==> src/rtl/muldiv_iter.sv <==
// Iterative multiply/divide unit for the RV64M funct3 ops.
// Performs one shift-add (multiply) or restoring-divide step per cycle on operand magnitudes.
// Divide-by-zero and signed overflow finish in one cycle without iterating.
//
// Ports:
//   clk, async_reset      clock, asynchronous active-low reset
//   start, flush          request a new op (idle only), kill the in-flight op
//   op, a, b, tag_in      funct3, rs1, rs2 and the rd tag of the request
//   busy                  op in flight (stall)
//   done                  one-cycle completion pulse
//   result, tag_out       result and rd tag, held until the next completion
module muldiv_iter #(
    parameter int unsigned bits      = 64,
    parameter int unsigned tag_width = 5
) (
    input  logic                 clk,
    input  logic                 async_reset,
    input  logic                 start,
    input  logic                 flush,
    input  logic [2:0]           op,
    input  logic [bits-1:0]      a,
    input  logic [bits-1:0]      b,
    input  logic [tag_width-1:0] tag_in,
    output logic                 busy,
    output logic                 done,
    output logic [bits-1:0]      result,
    output logic [tag_width-1:0] tag_out
);

    localparam int unsigned CntW = $clog2(bits + 1);
    localparam logic [CntW-1:0] CntInit = CntW'(bits);
    localparam logic [bits-1:0] MinVal = {1'b1, {(bits - 1){1'b0}}};

    typedef enum logic [1:0] {StIdle, StBusy, StDone} state_e;

    state_e               state_q, state_d;
    logic [CntW-1:0]      cnt_q, cnt_d;
    logic [2:0]           op_q, op_d;
    logic                 neg_q, neg_d;
    logic [tag_width-1:0] tag_q, tag_d;
    // hi/lo: product high/low halves, or partial remainder/quotient for divides
    logic [bits-1:0]      hi_q, hi_d;
    logic [bits-1:0]      lo_q, lo_d;
    // multiplicand for multiplies, divisor for divides
    logic [bits-1:0]      opnd_q, opnd_d;
    logic [bits-1:0]      result_q, result_d;
    logic [tag_width-1:0] tag_out_q, tag_out_d;

    // Accept-time decode
    logic            a_signed, b_signed, a_neg, b_neg, res_neg;
    logic [bits-1:0] mag_a, mag_b;
    logic            b_zero, ovf, fast_hit;
    logic [bits-1:0] fast_val;

    always_comb begin
        a_signed = (op == 3'd1) || (op == 3'd2) || (op == 3'd4) || (op == 3'd6);
        b_signed = (op == 3'd1) || (op == 3'd4) || (op == 3'd6);
        a_neg    = a_signed & a[bits-1];
        b_neg    = b_signed & b[bits-1];
        mag_a    = a_neg ? -a : a;
        mag_b    = b_neg ? -b : b;
        // Remainder takes the dividend's sign; everything else takes the XOR.
        res_neg  = (op[2] & op[1]) ? a_neg : (a_neg ^ b_neg);
        b_zero   = (b == '0);
        ovf      = ((op == 3'd4) || (op == 3'd6)) && (a == MinVal) && (b == '1);
        fast_hit = op[2] & (b_zero | ovf);
        if (b_zero) begin
            fast_val = op[1] ? a : '1;
        end else begin
            fast_val = op[1] ? '0 : a;
        end
    end

    // One iteration step
    logic [bits:0]   mul_sum;
    logic [bits:0]   rem_sh;
    logic            rem_ge;
    logic [bits-1:0] rem_sub;
    logic [bits-1:0] step_hi, step_lo;

    always_comb begin
        mul_sum = {1'b0, hi_q} + (lo_q[0] ? {1'b0, opnd_q} : '0);
        rem_sh  = {hi_q, lo_q[bits-1]};
        rem_ge  = (rem_sh >= {1'b0, opnd_q});
        // Only used when rem_ge, where the true difference fits in bits.
        rem_sub = rem_sh[bits-1:0] - opnd_q;
        if (op_q[2]) begin
            step_hi = rem_ge ? rem_sub : rem_sh[bits-1:0];
            step_lo = {lo_q[bits-2:0], rem_ge};
        end else begin
            step_hi = mul_sum[bits:1];
            step_lo = {mul_sum[0], lo_q[bits-1:1]};
        end
    end

    // Final sign fix and half select
    logic [2*bits-1:0] prod, prod_fix;
    logic [bits-1:0]   div_val, div_fix, fin_val;

    always_comb begin
        prod     = {hi_q, lo_q};
        prod_fix = neg_q ? -prod : prod;
        div_val  = op_q[1] ? hi_q : lo_q;
        div_fix  = neg_q ? -div_val : div_val;
        if (op_q[2]) begin
            fin_val = div_fix;
        end else if (op_q == 3'd0) begin
            fin_val = prod_fix[bits-1:0];
        end else begin
            fin_val = prod_fix[2*bits-1:bits];
        end
    end

    always_comb begin
        state_d   = state_q;
        cnt_d     = cnt_q;
        op_d      = op_q;
        neg_d     = neg_q;
        tag_d     = tag_q;
        hi_d      = hi_q;
        lo_d      = lo_q;
        opnd_d    = opnd_q;
        result_d  = result_q;
        tag_out_d = tag_out_q;
        unique case (state_q)
            StIdle: begin
                if (start && !flush) begin
                    op_d  = op;
                    tag_d = tag_in;
                    neg_d = res_neg;
                    if (fast_hit) begin
                        result_d  = fast_val;
                        tag_out_d = tag_in;
                        state_d   = StDone;
                    end else begin
                        cnt_d   = CntInit;
                        hi_d    = '0;
                        lo_d    = op[2] ? mag_a : mag_b;
                        opnd_d  = op[2] ? mag_b : mag_a;
                        state_d = StBusy;
                    end
                end
            end
            StBusy: begin
                if (flush) begin
                    state_d = StIdle;
                end else if (cnt_q != '0) begin
                    hi_d  = step_hi;
                    lo_d  = step_lo;
                    cnt_d = cnt_q - 1'b1;
                end else begin
                    result_d  = fin_val;
                    tag_out_d = tag_q;
                    state_d   = StDone;
                end
            end
            StDone: begin
                state_d = StIdle;
            end
            default: begin
                state_d = StIdle;
            end
        endcase
    end

    always_ff @(posedge clk or negedge async_reset) begin
        if (!async_reset) begin
            state_q   <= StIdle;
            cnt_q     <= '0;
            op_q      <= '0;
            neg_q     <= 1'b0;
            tag_q     <= '0;
            hi_q      <= '0;
            lo_q      <= '0;
            opnd_q    <= '0;
            result_q  <= '0;
            tag_out_q <= '0;
        end else begin
            state_q   <= state_d;
            cnt_q     <= cnt_d;
            op_q      <= op_d;
            neg_q     <= neg_d;
            tag_q     <= tag_d;
            hi_q      <= hi_d;
            lo_q      <= lo_d;
            opnd_q    <= opnd_d;
            result_q  <= result_d;
            tag_out_q <= tag_out_d;
        end
    end

    assign busy    = (state_q != StIdle);
    // A flush in the done cycle suppresses the pulse.
    assign done    = (state_q == StDone) && !flush;
    assign result  = result_q;
    assign tag_out = tag_out_q;

endmodule

==> config.mk <==
export PLATFORM = sky130hd
export DESIGN_NAME = muldiv_iter
export DESIGN_NICKNAME = d
export VERILOG_FILES = /design/src/rtl/muldiv_iter.sv
export SDC_FILE = /design/constraint.sdc
export NUM_CORES = 2
export LEC_CHECK = 0
export CAP_MARGIN = 20
export CORE_MARGIN = 1.5
export CORE_UTILIZATION = 38
export DETAILED_ROUTE_END_ITERATION = 12
export DONT_BUFFER_PORTS = 1
export SYNTH_ARGS = -nofsm -noshare
export SYNTH_HDL_FRONTEND = slang
export SYNTH_SLANG_ARGS = --single-unit
==> constraint.sdc <==
create_clock -name clk -period 8.9 [get_ports clk]
set_input_delay 1.78 -clock clk [delete_from_list [all_inputs] [get_ports clk]]
set_output_delay 1.78 -clock clk [all_outputs]
set_load 0.005 [all_outputs]
# == Yosys cells after proc, flatten, opt, wreduce, memory -nomap -nowiden ==
# Cells that the tools add are included.
# word_totals
ff_bits,279
elab_cells,109
in_bits,140
# op_classes
add_sub_neg,7
eq_ne,15
n_bitwise,7
magnitude_cmp,1
mux,47
n_reduce_logical,22
# ops
operator,count
$mux 64,27
$pmux 64 s2,3
$neg 64->64,3
$eq 64x64->1 const B,2
$mux 128,1
$neg 128->128,1
$add 64x64->65,1
$ge 65x64->1,1
$logic_not 64->1,1
$sub 64x64->64,1
$mux 7,4
$mux 5,4
$pmux 7 s2,1
$ne 2x2->1 const B,6
$pmux 5 s2,1
$reduce_and 5->1,2
$mux 2,4
$reduce_bool 7->1,1
$sub 7x1->7 const B,1
$eq 3x3->1 const B,2
$logic_or 1x1->1,6
$and 1x1->1,4
$logic_and 1x1->1,4
$pmux 2 s2,1
other kinds (15),17

# == Longest topological paths before layout ==
# logic_depth
depth_word,10
mapped_depth,22
ltp_nobuf,14

# == Worst setup path after synthesis ==
# Ideal clock, no wire load.
# synth_path
kind,register to register
start,reg op_q[1]
end,reg result_q[60] (netlist: result[60])
path_slack_ps,4032
required_time_ps,8758
path_buffers,10
setup_time_ps,142
synth_period_minus_slack_ps,4868
path_stages_with_launch,22
arrival_time_ps,4726
cell_sequence,dfrtp_1 buf_6 buf_8 buf_8 buf_4 buf_2 buf_2 buf_2 buf_2 buf_2 buf_4 mux2i_1 ha_1 o221ai_1 or4_1 o41a_1 nand2b_1 a21oi_1 nand2_1 xnor2_1 a221oi_1 o221ai_1
# synth_via
elab_chain_cells,7
word_cells_on_any_way,9
classes_between,add/sub (1); mux (7); reduce/logical (1)
# synth_lines
element,line_no,text
"start, declared",38,"logic [2:0] op_q, op_d;"
"start signal, assigned",181,op_q <= op_d;
$mux 64,103,div_val = op_q[1] ? hi_q : lo_q;
$neg 64->64,104,div_fix = neg_q ? -div_val : div_val;
$mux 64,104,
$mux 64 (*),105,if (op_q[2]) begin
$mux 64 (*),147,end else if (cnt_q != '0) begin
$mux 64 (*),145,if (flush) begin
$pmux 64 s2 (*),125,unique case (state_q)
"end signal, assigned",187,result_q <= result_d;
"end, declared",46,"logic [bits-1:0] result_q, result_d;"
# Mark *: on every way between the ends. The rest lies on a longest branch, timed or not. The select of a mux whose other input is x is not followed.
# A chain may end at the register's enable or synchronous reset.

# == Worst setup path after layout ==
# layout_path
start,in a[8]
end,reg lo_q[3]
# layout_via
elab_chain_cells,7
# layout_lines
element,line_no,text
"start, declared",21,"input logic [bits-1:0] a,"
$eq 64x64->1,65,ovf = ((op == 3'd4) || (op == 3'd6)) && (a == MinVal) && (b == '1);
$logic_and 1x1->1 (2 in series),65,
$or 1x1->1,66,fast_hit = op[2] & (b_zero | ovf);
$and 1x1->1,66,
$ne 2x2->1 (no source line),n/a,
$reduce_and 5->1 (no source line),n/a,
"end signal, assigned",185,lo_q <= lo_d;
"end, declared",43,"logic [bits-1:0] lo_q, lo_d;"
# Every way passes these cells.

==> flow_metrics.tcl <==
set metrics [dict create \
    core_area_mm2 0.08837 \
    maxSlewHeadroom_pct 9.934 \
    synth-warning-count 0 \
    cp_top_family "simple AND/OR/NAND/NOR gates" \
    area.growth.synth_to_final_pct 4.689 \
    cts_tree "done" \
    synthFlopType "dfrtp_1" \
    hold_buffers 0 \
    pre_cts_slack_ns 2.447 \
    ys_ff_latch 279 \
    wl_per_cell_um 27.80 \
    crit_type "input port to flop" \
    die_h_um 301.5 \
    post-dp-hpwl_um 120300 \
    cp-end-kind "flop" \
    final_hold_viol_count 0 \
    powerDensity_mw_per_mm2 363.9 \
    clockBufferDepth 3 \
    path_depth 11 \
    nFillCells 9462 \
    clk_latency_ns 0.58 \
    path_cells "or3_1, nor4_1, nand3_1, nor3_1, a31o_1, a21bo_4, and2_2, inv_2, buf_4, nor2_1, a21oi_1" \
    gp_congestion 1.000 \
    cts-htree-levels 2 \
    path_clk_slew_ns 0.05 \
    synth_area_mm2 0.03386 \
    cts_buffers 36 \
    place_inst 5542 \
    status "completed" \
    synthDistinctLibCells 100 \
    drt_iter0_drc 4586 \
    dieWidth_um 301.5 \
    drive_above_1_share_pct 5.404 \
    hold_ws_ns 0.4753 \
    port_buffers 0 \
    p_leak_nw 14.28 \
    grt_pass1_wl_um 227700 \
    crit_buf_inv 2 \
    layout_commonest_cell "nor2_1" \
    track_usage_pct 33.31 \
    rrSetupSlack_ns 3.31 \
    cts_resized 0 \
    drt_pass1_iterations 6 \
    boundaryPins 211 \
    worstHoldPathType "flop to flop" \
    crit_required_ns 9.30 \
    ant_nets 0 \
    mostFrequentLayoutCells "nor2_1, nand2_1, a21oi_1" \
    gr-total-overflow 0 \
    finalCritPeriodShare_pct 67.62 \
    met2_usage_pct 50.22 \
    vias 35968 \
    initial_utilization_pct 38.31 \
    gr-usage-met3_pct 7.334 \
    wl_um 155900 \
    rsz0062_at_grt "no" \
    grt_pass1_vias 33523 \
    clock_skew_ns 0.03223 \
    cp_max_fo 73 \
    use_met1_pct 45.32 \
    cts.sinks 279 \
    post_cts_buffers 0 \
    worst_path_largest_cell_delay_ns 0.73 \
    dieArea_mm2 0.09091 \
    drv_slew 0 \
    setup_violations 0 \
    ir_worst_vdd_mv 0.1572 \
    synth.avg_cell_area_um2 7.183 \
    synth-seq-area-share_pct 20.62 \
    grt_max_degree 280 \
    crit_path_top_delay_cell "and2_2" \
    grt_antenna_before_repair 6 \
    fmax_ghz 0.1662 \
    synth_edf_count 0 \
    r2r_cells 14 \
    busiest_layer "met2" \
    synth_fp_nets 4991 \
    worstSetupStartpointType "input port" \
    drv_cap 0 \
    async_flop_share_pct 100.0 \
    setup_tns_ns 0 \
    fin_nets 4693 \
    cts_root_buf "clkbuf_16" \
    tightest_slew_ns 1.317 \
    holdPathStages 2 \
    via_per_inst 6.413 \
    num_rows 109 \
    drc_errors 0 \
    min_period_ns 6.018 \
    cp_data_arrival_time_ns 6.41 \
    stdcell_count 5609 \
    synth_cells 4714 \
    setup_ws_ns 2.882 \
]
==> registers in the layout, indices dropped and copies added, names as in the netlist, 2 cells and up <==
signal,flops
opnd_q,64
op_q,3
tag_q,5
result,64
hi_q,64
cnt_q,7
tag_out,5
lo_q,64
state_q,2
==> final timing paths <==
check                                       start                endpoint
hold reg to reg            opnd_q[40]$_DFFE_PN0P_  opnd_q[40]$_DFFE_PN0P_
hold / removal             opnd_q[40]$_DFFE_PN0P_  opnd_q[40]$_DFFE_PN0P_
setup / recovery                             a[8]     lo_q[3]$_DFFE_PN0P_
max in group asynchronous             async_reset    hi_q[53]$_DFFE_PN0P_
setup reg to reg             lo_q[63]$_DFFE_PN0P_    hi_q[62]$_DFFE_PN0P_
min in group asynchronous             async_reset    tag_q[4]$_DFFE_PN0P_
==> layer usage <==
metal / vias up / wire length, µm
met1: 17253 / 66050
met3: 331 / 15550
met2: 1904 / 66170
met5: - / 23
li1: 16476 / -
met4: 4 / 8109
==> power by group <==
part,internal (mW),switching [mW],total [mW],leakage [nW]
sequential,1.75,1.34,3.08,3.51
clock,0.887,0.639,1.53,0.585
combinational,3.09,5.20,8.29,10.2
==> synthesized netlist by cell type (all sizes together), types with 55 or more instances <==
master / instances / area share (%)
a211oi: 62 / 1.4
a21o: 56 / 1.2
a21oi: 449 / 6.6
buf: 72 / 1.1
clkbuf: 324 / 3.6
dfrtp: 279 / 21
ha: 135 / 5.0
inv: 136 / 1.5
mux2i: 150 / 4.4
nand2: 451 / 5.0
nand3: 101 / 1.5
nand4: 85 / 1.6
nor2: 526 / 5.8
nor3: 118 / 1.8
nor4: 72 / 1.6
o21ai: 439 / 6.5
o31ai: 77 / 1.7
or3: 55 / 1.0
xnor2: 210 / 5.4
xor2: 208 / 5.4
==> final cells by class <==
class | count | area [µm²] | area share (%)
inverter | 138 | 518.0 | 1.461
tap | 1165 | 1458 | 4.112
multi-input combinational | 3901 | 24840 | 70.06
clock buffer | 50 | 1055 | 2.976
sequential | 279 | 6993 | 19.73
timing repair buffer | 60 | 450.4 | 1.271
antenna | 3 | 7.507 | 0.02118
clock inverter | 13 | 131.4 | 0.3706
==> per-stage QoR <==
step / utilization [%] / instance area (µm²) / total power [mW]
floorplan: - / 33860 / 8.559
detailed placement: 38.75 / 34250 / 11.03
CTS: 40.09 / 35430 / 12.62
finish: 40.11 / 35450 / 12.90
global placement: 38.75 / 34250 / 11.06
global route: 40.10 / 35440 / 13.70
==> cell families after synthesis <==
logic type / after synthesis / share of synthesized area, %
buffers and inverters: 534 / 6.204
DFF: 279 / 20.62
and+or+nand+nor: 1642 / 23.32
adders and majority gates: 182 / 6.437
muxes: 199 / 6.064
AOI/OAI and AO/OA: 1460 / 26.54
xor gates and xnor gates: 418 / 10.81
==> worst register-to-register path: stages (launching register included) <==
cell and delay, ns:
dfrtp_1 0.70, inv_1 0.45, ha_1 0.35, inv_1 0.07, fa_1 0.21, a21o_1 0.16
a221oi_1 0.15, or4_1 0.61, a211oi_1 0.53, o21bai_1 0.20, a2111oi_0 1.17, o21ai_1 0.20
and3_1 0.25, o31a_1 0.26, a31oi_1 0.18
(Power assumes the default switching activity.)
